<file path="config.mk">
export PLATFORM = sky130hd
export DESIGN_NAME = alu_seq_ctrl_flat
export DESIGN_NICKNAME = d
export VERILOG_FILES = /design/src/rtl/alu_seq_ctrl_if.sv /design/src/rtl/alu_seq_ctrl.sv /design/src/flat_wrapper.sv
export SDC_FILE = /design/constraint.sdc
export NUM_CORES = 2
export LEC_CHECK = 0
export BUFFER_PORTS_ARGS = -buffer_cell sky130_fd_sc_hd__buf_2
export CAP_MARGIN = 0
export CORE_ASPECT_RATIO = 0.8
export CORE_MARGIN = 10
export CORE_UTILIZATION = 59
export DETAILED_ROUTE_END_ITERATION = 10
export PLACE_DENSITY = 0.82
export SLEW_MARGIN = 10
export SYNTH_ARGS = -nofsm -noshare
export SYNTH_HDL_FRONTEND = slang
export SYNTH_SLANG_ARGS = --single-unit
</file>
<file path="constraint.sdc">
create_clock -name clk -period 3.1 [get_ports clk]
set_clock_uncertainty 0.05 [all_clocks]
set_input_delay 0.31 -clock clk [delete_from_list [all_inputs] [get_ports clk]]
set_output_delay 0.31 -clock clk [all_outputs]
set_load 0.005 [all_outputs]
</file>
<file path="src/rtl/alu_seq_ctrl_if.sv">
// alu_seq_ctrl_if
//   Instruction handshake bundle between the fetch/test front-end (master)
//   and alu_seq_ctrl (slave).
//
//   Handshake: a word transfers on a rising clock edge where inst_valid and
//   inst_ready are both 1. The master keeps inst stable while inst_valid is
//   high. inst_ready does not depend on inst_valid.
//
//   Signals:
//     inst_valid  master -> slave  instruction word valid
//     inst        master -> slave  32-bit instruction word
//     inst_ready  slave -> master  slave can accept a word this cycle
interface alu_seq_ctrl_if;
  logic        inst_valid;
  logic        inst_ready;
  logic [31:0] inst;

  modport master (
    output inst_valid,
    output inst,
    input  inst_ready
  );

  modport slave (
    input  inst_valid,
    input  inst,
    output inst_ready
  );
endinterface

</file>
<file path="src/rtl/alu_seq_ctrl.sv">
// alu_seq_ctrl
//   Instruction-side sequencer for the external combinational ALU. Takes one
//   instruction word at a time, decodes it, reads operands from a 16x32
//   register file, holds the ALU inputs for EXEC_CYCLES cycles, captures the
//   ALU result and writes it back to R[rd].
//
//   Instruction word: [31:28] opcode, [27:25] sr_cont, [24:20] sr_bit,
//   [19:16] rd, [15:12] rn, [11:8] rm, [7:0] ignored.
//   Legal only when opcode <= 5 and sr_cont <= 3.
//
//   Ports:
//     clk, rst_n            clock (rising edge), async active-low reset
//     inst_if (slave)       inst_valid / inst_ready / inst handshake
//     alu_in1, alu_in2      registered operands R[rn], R[rm]
//     alu_opcode, alu_sr_cont, alu_sr_bit   registered ALU controls
//     alu_out               combinational ALU result
//     done, err             retire pulse; err marks an illegal instruction
//     result                last captured ALU result, held
//     cfg_we/addr/wdata     external register write port, any state
//     cfg_drop              pulse: cfg write lost to a same-edge writeback
//     dbg_addr, dbg_data    combinational register read
//     dbg_state             current sequencer state
//
//   Optional build macro ALU_SEQ_PERF_EN adds perf_retired[31:0] and
//   perf_illegal[15:0] counters.
module alu_seq_ctrl #(
  parameter int unsigned EXEC_CYCLES = 1,
  parameter int unsigned NREGS       = 16
) (
  input  logic        clk,
  input  logic        rst_n,
  alu_seq_ctrl_if.slave inst_if,
  output logic [31:0] alu_in1,
  output logic [31:0] alu_in2,
  output logic [3:0]  alu_opcode,
  output logic [2:0]  alu_sr_cont,
  output logic [4:0]  alu_sr_bit,
  input  logic [31:0] alu_out,
  output logic        done,
  output logic        err,
  output logic [31:0] result,
  input  logic        cfg_we,
  input  logic [3:0]  cfg_addr,
  input  logic [31:0] cfg_wdata,
  output logic        cfg_drop,
  input  logic [3:0]  dbg_addr,
  output logic [31:0] dbg_data,
  output logic [1:0]  dbg_state
`ifdef ALU_SEQ_PERF_EN
  ,
  output logic [31:0] perf_retired,
  output logic [15:0] perf_illegal
`endif
);

  typedef enum logic [1:0] {
    S_IDLE   = 2'd0,
    S_DECODE = 2'd1,
    S_EXEC   = 2'd2,
    S_WB     = 2'd3
  } state_t;

  localparam logic [3:0] EXEC_INIT = 4'(EXEC_CYCLES - 1);

  state_t      state_q, state_d;
  logic [3:0]  cnt_q, cnt_d;
  logic [23:0] inst_q;               // instruction bits [31:8]
  logic        err_q;
  logic [31:0] result_q;
  logic [31:0] in1_q, in2_q;
  logic [3:0]  op_q;
  logic [2:0]  sc_q;
  logic [4:0]  sb_q;
  logic        drop_q;
  logic [31:0] regs_q [NREGS];

  logic [3:0]  f_op, f_rd, f_rn, f_rm;
  logic [2:0]  f_sc;
  logic [4:0]  f_sb;
  logic        legal;
  logic        wb_fire, wb_we, cfg_hit, cfg_lost, cfg_ok;
  logic        unused_inst_low;

  assign unused_inst_low = ^inst_if.inst[7:0];

  assign f_op = inst_q[23:20];
  assign f_sc = inst_q[19:17];
  assign f_sb = inst_q[16:12];
  assign f_rd = inst_q[11:8];
  assign f_rn = inst_q[7:4];
  assign f_rm = inst_q[3:0];

  assign legal = (f_op <= 4'd5) && (f_sc <= 3'd3);

  // Writeback happens on the edge that ends the last EXEC cycle.
  assign wb_fire  = (state_q == S_EXEC) && (cnt_q == 4'd0);
  assign wb_we    = wb_fire && (f_rd != 4'd0);
  // R0 is never written; a cfg write to the writeback target loses.
  assign cfg_hit  = cfg_we && (cfg_addr != 4'd0);
  assign cfg_lost = cfg_hit && wb_we && (cfg_addr == f_rd);
  assign cfg_ok   = cfg_hit && !cfg_lost;

  always_comb begin
    state_d = state_q;
    cnt_d   = cnt_q;
    case (state_q)
      S_IDLE: begin
        if (inst_if.inst_valid) state_d = S_DECODE;
      end
      S_DECODE: begin
        if (legal) begin
          state_d = S_EXEC;
          cnt_d   = EXEC_INIT;
        end else begin
          state_d = S_WB;
        end
      end
      S_EXEC: begin
        if (cnt_q == 4'd0) state_d = S_WB;
        else               cnt_d   = cnt_q - 4'd1;
      end
      S_WB: begin
        state_d = S_IDLE;
      end
      default: state_d = S_IDLE;
    endcase
  end

  always_ff @(posedge clk or negedge rst_n) begin
    if (!rst_n) begin
      state_q  <= S_IDLE;
      cnt_q    <= 4'd0;
      inst_q   <= 24'd0;
      err_q    <= 1'b0;
      result_q <= 32'd0;
      in1_q    <= 32'd0;
      in2_q    <= 32'd0;
      op_q     <= 4'd0;
      sc_q     <= 3'd0;
      sb_q     <= 5'd0;
      drop_q   <= 1'b0;
    end else begin
      state_q <= state_d;
      cnt_q   <= cnt_d;
      drop_q  <= cfg_lost;
      if (state_q == S_IDLE && inst_if.inst_valid) inst_q <= inst_if.inst[31:8];
      if (state_q == S_DECODE) begin
        err_q <= !legal;
        // Operands come from the registered file contents; a cfg write on
        // this same edge is not forwarded.
        if (legal) begin
          in1_q <= regs_q[f_rn];
          in2_q <= regs_q[f_rm];
          op_q  <= f_op;
          sc_q  <= f_sc;
          sb_q  <= f_sb;
        end
      end
      if (wb_fire) result_q <= alu_out;
    end
  end

  always_ff @(posedge clk or negedge rst_n) begin
    if (!rst_n) begin
      for (int i = 0; i < NREGS; i++) regs_q[i] <= 32'd0;
    end else begin
      if (cfg_ok) regs_q[cfg_addr] <= cfg_wdata;
      if (wb_we)  regs_q[f_rd]     <= alu_out;
    end
  end

`ifdef ALU_SEQ_PERF_EN
  logic [31:0] perf_retired_q;
  logic [15:0] perf_illegal_q;

  always_ff @(posedge clk or negedge rst_n) begin
    if (!rst_n) begin
      perf_retired_q <= 32'd0;
      perf_illegal_q <= 16'd0;
    end else if (state_q == S_WB) begin
      perf_retired_q <= perf_retired_q + 32'd1;
      if (err_q) perf_illegal_q <= perf_illegal_q + 16'd1;
    end
  end

  assign perf_retired = perf_retired_q;
  assign perf_illegal = perf_illegal_q;
`endif

  assign inst_if.inst_ready = (state_q == S_IDLE);
  assign alu_in1     = in1_q;
  assign alu_in2     = in2_q;
  assign alu_opcode  = op_q;
  assign alu_sr_cont = sc_q;
  assign alu_sr_bit  = sb_q;
  assign done        = (state_q == S_WB);
  assign err         = (state_q == S_WB) && err_q;
  assign result      = result_q;
  assign cfg_drop    = drop_q;
  assign dbg_data    = regs_q[dbg_addr];
  assign dbg_state   = state_q;

endmodule

</file>
<file path="src/flat_wrapper.sv">
// flat-port wrapper written by rule: the top's interface ports become plain ports
module alu_seq_ctrl_flat 
#(
  parameter int unsigned EXEC_CYCLES = 1,
  parameter int unsigned NREGS       = 16
)
  (clk, rst_n, alu_in1, alu_in2, alu_opcode, alu_sr_cont, alu_sr_bit, alu_out, done, err, result, cfg_we, cfg_addr, cfg_wdata, cfg_drop, dbg_addr, dbg_data, dbg_state, inst_if_inst_valid, inst_if_inst, inst_if_inst_ready);
  alu_seq_ctrl_if inst_if_i ();
  input  logic clk;
  input  logic rst_n;
  output logic [31:0] alu_in1;
  output logic [31:0] alu_in2;
  output logic [3:0] alu_opcode;
  output logic [2:0] alu_sr_cont;
  output logic [4:0] alu_sr_bit;
  input  logic [31:0] alu_out;
  output logic done;
  output logic err;
  output logic [31:0] result;
  input  logic cfg_we;
  input  logic [3:0] cfg_addr;
  input  logic [31:0] cfg_wdata;
  output logic cfg_drop;
  input  logic [3:0] dbg_addr;
  output logic [31:0] dbg_data;
  output logic [1:0] dbg_state;
  input wire logic [$bits(inst_if_i.inst_valid)-1:0] inst_if_inst_valid;
  input wire logic [$bits(inst_if_i.inst)-1:0] inst_if_inst;
  output wire logic [$bits(inst_if_i.inst_ready)-1:0] inst_if_inst_ready;
  assign inst_if_i.inst_valid = inst_if_inst_valid;
  assign inst_if_i.inst = inst_if_inst;
  assign inst_if_inst_ready = inst_if_i.inst_ready;
  alu_seq_ctrl #(.EXEC_CYCLES(EXEC_CYCLES), .NREGS(NREGS)) u_core (.clk(clk), .rst_n(rst_n), .inst_if(inst_if_i), .alu_in1(alu_in1), .alu_in2(alu_in2), .alu_opcode(alu_opcode), .alu_sr_cont(alu_sr_cont), .alu_sr_bit(alu_sr_bit), .alu_out(alu_out), .done(done), .err(err), .result(result), .cfg_we(cfg_we), .cfg_addr(cfg_addr), .cfg_wdata(cfg_wdata), .cfg_drop(cfg_drop), .dbg_addr(dbg_addr), .dbg_data(dbg_data), .dbg_state(dbg_state));
endmodule
</file>
* After elaboration in Yosys (flattened, before gate mapping)
Cells that the tools add are included.
** Operators by class
- $add $sub $neg :: 1
- Order comparisons :: 9
- Equal/unequal tests :: 8
- Muxes and demuxes :: 24
- Bitwise operators :: 5
- Reductions and logical operators :: 21
** Operators with widths (count)
- $bwmux 512 :: 2
- $mux 512 :: 2
- $bmux 32 s4 :: 3
- $demux 32 s4 :: 2
- $mux 32 :: 8
- $ge 5x5->1 const B :: 5
- $not 4->5 :: 5
- $logic_and 1x1->1 :: 11
- $lt 5x1->1 const B :: 2
- $mux 4 :: 2
- $pmux 2 s4 :: 1
- $pmux 4 s2 :: 1
- $reduce_bool 4->1 :: 2
- $ne 2x2->1 const B :: 3
- $eq 2x2->1 const B :: 2
- $eq 4x4->1 :: 1
- $le 4x3->1 const B :: 1
- $logic_not 4->1 :: 1
- $mux 2 :: 2
- $reduce_and 2->1 :: 2
- $sub 4x1->4 const B :: 1
- $le 3x2->1 const B :: 1
- $reduce_and 3->1 :: 1
- $eq 2x1->1 const B :: 1
- other kinds (5) :: 6
** Word-level totals
- Flip-flop bits (word level) :: 652
- Input port bits :: 108
- Word-level logic and storage cells :: 95

* Logic depth before layout (Yosys ltp)
- Depth after elaboration :: 10
- Gate-level depth with buffers :: 10
- Gate-level depth less buffers :: 7

* Worst setup path after synthesis
Ideal clock, no wire load.
- Kind :: register -> register
- Start :: register u_core.state_q[0] (netlist: u_core.dbg_state[0])
- End :: register u_core.regs_q[258] (netlist name)
- Setup time :: 0.141 ns
- Arrival :: 2.068 ns
- Required time :: 2.909 ns
- Path slack :: 0.841 ns
- Stages on the path, launching flop included :: 11
- Buffers on the path :: 3
- Period minus slack after synthesis :: 2.259 ns
- Path through :: dfrtp_1 -> inv_1 -> ha_1 -> and4bb_1 -> and4_4 -> buf_6 -> buf_4 -> a211o_1 -> buf_2 -> nand2_1 -> a31oi_1
** Between the ends
- Longest elaborated chain between the ends :: 10
** Ends and longest elaborated chain
- start, declared :: line alu_seq_ctrl.sv:65 : state_t state_q, state_d;
- start signal, assigned :: line alu_seq_ctrl.sv:143 : state_q <= state_d;
- $eq 2x2->1 * :: line alu_seq_ctrl.sv:96 : assign wb_fire = (state_q == S_EXEC) && (cnt_q == 4'd0);
- $logic_and 1x1->1 * :: line alu_seq_ctrl.sv:96
- $logic_and 1x1->1 * :: line alu_seq_ctrl.sv:97 : assign wb_we = wb_fire && (f_rd != 4'd0);
- $logic_and 1x1->1 (2 in series) :: line alu_seq_ctrl.sv:100 : assign cfg_lost = cfg_hit && wb_we && (cfg_addr == f_rd);
- $logic_not 1->1 :: line alu_seq_ctrl.sv:101 : assign cfg_ok = cfg_hit && !cfg_lost;
- $logic_and 1x1->1 :: line alu_seq_ctrl.sv:101
- $mux 512 :: line alu_seq_ctrl.sv:167 : if (cfg_ok) regs_q[cfg_addr] <= cfg_wdata;
- $bwmux 512 :: line alu_seq_ctrl.sv:168 : if (wb_we) regs_q[f_rd] <= alu_out;
- $mux 512 * :: line alu_seq_ctrl.sv:168
- end signal, assigned by index :: line alu_seq_ctrl.sv:167
- end signal, assigned by index :: line alu_seq_ctrl.sv:168
- end, declared :: line alu_seq_ctrl.sv:75 : logic [31:0] regs_q [NREGS];
Every way passes the cells marked *; elsewhere a longest branch is shown, timed or not.
A chain may end at the register's enable or synchronous reset.

* Final worst setup path
- Start :: register u_core.cnt_q[0]
- End :: register u_core.regs_q[324] (netlist name)
** Between the ends
- Longest elaborated chain between the ends :: 10
** Ends and longest elaborated chain
- start, declared :: line alu_seq_ctrl.sv:66 : logic [3:0] cnt_q, cnt_d;
- start signal, assigned :: line alu_seq_ctrl.sv:144 : cnt_q <= cnt_d;
- $logic_not 4->1 * :: line alu_seq_ctrl.sv:96
- $logic_and 1x1->1 * :: line alu_seq_ctrl.sv:96
- $logic_and 1x1->1 * :: line alu_seq_ctrl.sv:97
- $logic_and 1x1->1 (2 in series) :: line alu_seq_ctrl.sv:100
- $logic_not 1->1 :: line alu_seq_ctrl.sv:101
- $logic_and 1x1->1 :: line alu_seq_ctrl.sv:101
- $mux 512 :: line alu_seq_ctrl.sv:167
- $bwmux 512 :: line alu_seq_ctrl.sv:168
- $mux 512 * :: line alu_seq_ctrl.sv:168
Marked as above.

==> impl_metrics.prom <==
# TYPE chip_impl_metric gauge
chip_impl_metric{name="ys_seq_area_frac",unit=""} 0.4069
chip_impl_info{name="final_cell_mix",value="sky130_fd_sc_hd__nand2_1 (861), sky130_fd_sc_hd__dfrtp_1 (646), sky130_fd_sc_hd__nor2_1 (490)"} 1
chip_impl_metric{name="setup.reg_to_reg.worst_slack",unit="ns"} 0.11
chip_impl_metric{name="timing_hold_violations_final",unit=""} 0
chip_impl_metric{name="asyncSetResetFlopFracSynth",unit=""} 1.000
chip_impl_metric{name="drt_drc_violations_left",unit=""} 0
chip_impl_info{name="min_delay_endpoint",value="u_core.regs_q[456]"} 1
chip_impl_metric{name="report.final.setup_viol",unit=""} 0
chip_impl_metric{name="postCtsSetupRepairBufs",unit=""} 0
chip_impl_metric{name="route.antenna.remaining_nets",unit=""} 0
chip_impl_metric{name="fin_nets",unit=""} 4002
chip_impl_metric{name="fin_setup_tns",unit="ns"} 0
chip_impl_metric{name="post-layout-total-power",unit="mW"} 47.79
chip_impl_metric{name="routed-via-count",unit=""} 36000
chip_impl_metric{name="placementRows",unit=""} 85
chip_impl_metric{name="clock_sink_count",unit=""} 652
chip_impl_metric{name="number_of_buffers_inserted_for_hold_repair_after_clock_tree_synthesis",unit=""} 41
chip_impl_metric{name="syn_nets",unit=""} 3947
chip_impl_metric{name="power_per_cell_area",unit="mW/mm^2"} 1055
chip_impl_metric{name="holdPathStages",unit=""} 3
chip_impl_metric{name="tritoncts.num_buffers",unit=""} 70
chip_impl_metric{name="ctsResizeCount",unit=""} 0
chip_impl_metric{name="syn_inst",unit=""} 3833
chip_impl_metric{name="postSynthAreaPerCell",unit="sq um"} 10.46
chip_impl_info{name="worstHoldStart",value="alu_out[8]"} 1
chip_impl_info{name="timing.critical_path.to_type",value="flip-flop"} 1
chip_impl_metric{name="clkTransAtPathRegs",unit="ns"} 0.06
chip_impl_metric{name="pin_count_of_the_biggest_net_entering_global_routing",unit=""} 72
chip_impl_info{name="synth_top_flop_cell",value="sky130_fd_sc_hd__dfrtp_1"} 1
chip_impl_info{name="grt_setup_unrepaired",value="false"} 1
chip_impl_metric{name="syn2layout_area_growth",unit="%"} 12.94
chip_impl_info{name="setup.worst_path.start_class",value="flip-flop"} 1
chip_impl_metric{name="achievable-frequency",unit="GHz"} 0.3349
chip_impl_metric{name="clockBufferDepth",unit=""} 3
chip_impl_metric{name="num_io_pins",unit=""} 254
chip_impl_metric{name="static-leakage-power",unit="nW"} 19.60
chip_impl_metric{name="grt_pass1_vias",unit=""} 35480
chip_impl_metric{name="die_height",unit="microns"} 253.2
chip_impl_info{name="most_common_cell_after_layout_fill_and_taps_aside",value="sky130_fd_sc_hd__nand2_1"} 1
chip_impl_metric{name="r2r.worst_path.cells",unit=""} 8
chip_impl_metric{name="ys_warn_count",unit=""} 0
chip_impl_metric{name="synth.cell_area",unit="sq mm"} 0.04010
chip_impl_info{name="cts_tree",value="built"} 1
chip_impl_metric{name="critPathRequiredTime",unit="ns"} 3.61
chip_impl_metric{name="die_area",unit="sq mm"} 0.07886
chip_impl_metric{name="grt_first_pass_wirelength",unit="microns"} 214600
chip_impl_metric{name="min_period",unit="ns"} 2.986
chip_impl_metric{name="grt_antenna_before_repair",unit=""} 7
chip_impl_metric{name="dp_hpwl",unit="microns"} 87490
chip_impl_metric{name="peakVddDrop",unit="uV"} 667.2
chip_impl_metric{name="globalRoute.totalOverflow",unit=""} 0
chip_impl_info{name="critical_path_class",value="reg -> reg"} 1
chip_impl_info{name="worstReg2RegEnd",value="u_core.regs_q[324]"} 1
chip_impl_metric{name="chipWidth",unit="microns"} 311.5
chip_impl_info{name="root_buffer",value="sky130_fd_sc_hd__clkbuf_16"} 1
chip_impl_metric{name="design.core.area",unit="sq mm"} 0.06732
chip_impl_metric{name="detailedRoute.firstPassIterationCount",unit=""} 9
chip_impl_metric{name="worst_ep_arrival_time",unit="ns"} 3.50
chip_impl_metric{name="htreeDepth",unit=""} 3
chip_impl_metric{name="period_utilization",unit=""} 0.9631
chip_impl_metric{name="route.final.wire_length",unit="microns"} 143900
chip_impl_info{name="worstReg2RegStart",value="u_core.cnt_q[0]"} 1
chip_impl_info{name="status",value="finished clean"} 1
chip_impl_metric{name="yosys_register_bits",unit=""} 652
chip_impl_metric{name="hold-worst-slack",unit="ns"} 0.006409
chip_impl_metric{name="number_of_flops_mapped_to_enable_cells_by_yosys",unit=""} 0
chip_impl_metric{name="finalMaxSlewViolations",unit=""} 0
chip_impl_metric{name="detailedRoute.firstIterationViolations",unit=""} 6426
chip_impl_metric{name="drt-wirelength-per-cell",unit="microns"} 29.63
chip_impl_metric{name="floorplan.initialDensity",unit=""} 0.5957
chip_impl_metric{name="yosysUniqueCellTypes",unit=""} 51
chip_impl_metric{name="drive_above_1_share",unit=""} 0.2610
chip_impl_metric{name="viasPerCell",unit=""} 7.413
chip_impl_metric{name="clock_latency",unit="ns"} 0.67
chip_impl_metric{name="layout_utilization",unit=""} 0.6727
chip_impl_metric{name="critical_path.max_fanout",unit=""} 23
chip_impl_metric{name="maximum_capacitance_violations",unit=""} 0
chip_impl_metric{name="placer_congestion",unit=""} 0.9267
chip_impl_info{name="worstHoldPathType",value="in -> reg"} 1
chip_impl_metric{name="io_buffer_count",unit=""} 245
chip_impl_metric{name="gr-usage-all-layers",unit=""} 0.3577
chip_impl_metric{name="transition_time_at_the_pin_with_the_least_slew_margin",unit="ns"} 1.024
chip_impl_metric{name="max_slew_margin",unit=""} 0.3153
## synth_stat cells, types with 2 or more instances
library cell / instances / area share
sky130_fd_sc_hd__or2_2: 2 / 0.00031
sky130_fd_sc_hd__o22ai_1: 64 / 0.010
sky130_fd_sc_hd__a211o_1: 8 / 0.0017
sky130_fd_sc_hd__inv_1: 5 / 0.00047
sky130_fd_sc_hd__nand3b_1: 2 / 0.00037
sky130_fd_sc_hd__nand2_1: 870 / 0.081
sky130_fd_sc_hd__ha_1: 6 / 0.0019
sky130_fd_sc_hd__nor2_1: 490 / 0.046
sky130_fd_sc_hd__a21o_1: 64 / 0.012
sky130_fd_sc_hd__buf_2: 129 / 0.016
sky130_fd_sc_hd__buf_1: 56 / 0.0052
sky130_fd_sc_hd__and2_1: 4 / 0.00062
sky130_fd_sc_hd__buf_6: 28 / 0.0079
sky130_fd_sc_hd__a21oi_1: 64 / 0.0080
sky130_fd_sc_hd__nand4_1: 3 / 0.00047
sky130_fd_sc_hd__dfrtp_1: 652 / 0.41
sky130_fd_sc_hd__a211oi_4: 9 / 0.0045
sky130_fd_sc_hd__clkbuf_1: 232 / 0.022
sky130_fd_sc_hd__o21ai_0: 7 / 0.00087
sky130_fd_sc_hd__nor2b_1: 3 / 0.00047
sky130_fd_sc_hd__mux2_2: 58 / 0.016
sky130_fd_sc_hd__xnor2_1: 3 / 0.00066
sky130_fd_sc_hd__a31oi_1: 416 / 0.065
sky130_fd_sc_hd__nand2b_1: 6 / 0.00094
sky130_fd_sc_hd__o21ai_1: 5 / 0.00062
sky130_fd_sc_hd__mux4_2: 416 / 0.23
sky130_fd_sc_hd__mux2i_1: 192 / 0.048
sky130_fd_sc_hd__nand3_1: 8 / 0.0010
sky130_fd_sc_hd__o31ai_1: 5 / 0.00094
sky130_fd_sc_hd__a21boi_2: 5 / 0.0014
## worst max-delay path by stage
stage,from,to,slack [ns]
3_3_place_gp,u_core.dbg_state[0],u_core.regs_q[339],0.37
6_report,u_core.cnt_q[0],u_core.regs_q[324],0.11
2_1_floorplan,u_core.dbg_state[0],u_core.regs_q[258],0.84
4_1_cts,u_core.cnt_q[0],u_core.regs_q[324],0.26
3_5_place_dp,u_core.cnt_q[0],u_core.regs_q[328],0.30
5_1_grt,u_core.cnt_q[0],u_core.regs_q[307],0.02
## sequential cells by signal, indices dropped and copies added, names as in the netlist, 3 cells and up
name,count
u_core.alu_in1,32
u_core.alu_sr_cont,3
u_core.alu_opcode,4
u_core.regs_q,512
u_core.inst_q,24
u_core.alu_in2,32
u_core.result,32
u_core.cnt_q,4
u_core.alu_sr_bit,5
## power by group
group          internal [mW]  switching (mW)  leakage [nW]
Sequential              12.6            4.49          7.87
Combinational           12.0            9.81          10.5
Clock                   5.16            3.79          1.18
Total                   29.7            18.1          19.6
## routing by layer
metal  GRT usage  up-vias  part of all wire
met5           0        -          0.000090
met4      0.2384        2             0.080
met3      0.1514     1020              0.17
met2      0.5205     3630              0.43
met1      0.4327    17330              0.32
li1            -    14030                 -
## logic make-up (layout without fill, tap and decap cells)
logic type                 Yosys count  count (layout)  synth area share
xor gates and xnor gates             3               3         0.0006554
DFF                                652             652            0.4069
other                                0               6                 0
muxes                              666             666            0.2979
AOI/OAI and AO/OA                  654             654            0.1066
and+or+nand+nor                   1399            1399            0.1339
buffers and inverters              453             558           0.05220
adders and majority gates            6               6          0.001872
## worst max-delay path, stage by stage (launching register included)
cell and delay [ns]:
sky130_fd_sc_hd__dfrtp_1 0.39, sky130_fd_sc_hd__inv_1 0.08, sky130_fd_sc_hd__ha_1 0.25, sky130_fd_sc_hd__and4bb_1 0.24
sky130_fd_sc_hd__and4_4 0.32, sky130_fd_sc_hd__a211oi_4 0.91, sky130_fd_sc_hd__buf_12 0.32, sky130_fd_sc_hd__nand2_1 0.10
sky130_fd_sc_hd__a31oi_1 0.22
## final cells by class
cell class | instances | area [sq um]
multi-input combinational | 2728 | 21890
antenna | 6 | 15.01
sequential | 652 | 16340
clock buffer | 97 | 2014
timing repair buffer | 431 | 3513
tap | 913 | 1142
inverter | 5 | 18.77
fill | 4655 | 22030
clock inverter | 25 | 360.3
## stage by stage
stage / setup slack (ns) / area [sq um] / cells
6_report: 0.1143 / 45290 / 4857
5_1_grt: 0.02410 / 45280 / 4855
4_1_cts: 0.2575 / 45270 / 4851
3_5_place_dp: 0.3049 / 42490 / 4688
3_3_place_gp: 0.3741 / 42490 / 4688
2_1_floorplan: 0.8409 / 40100 / 3833
(Power assumes the default switching activity.)
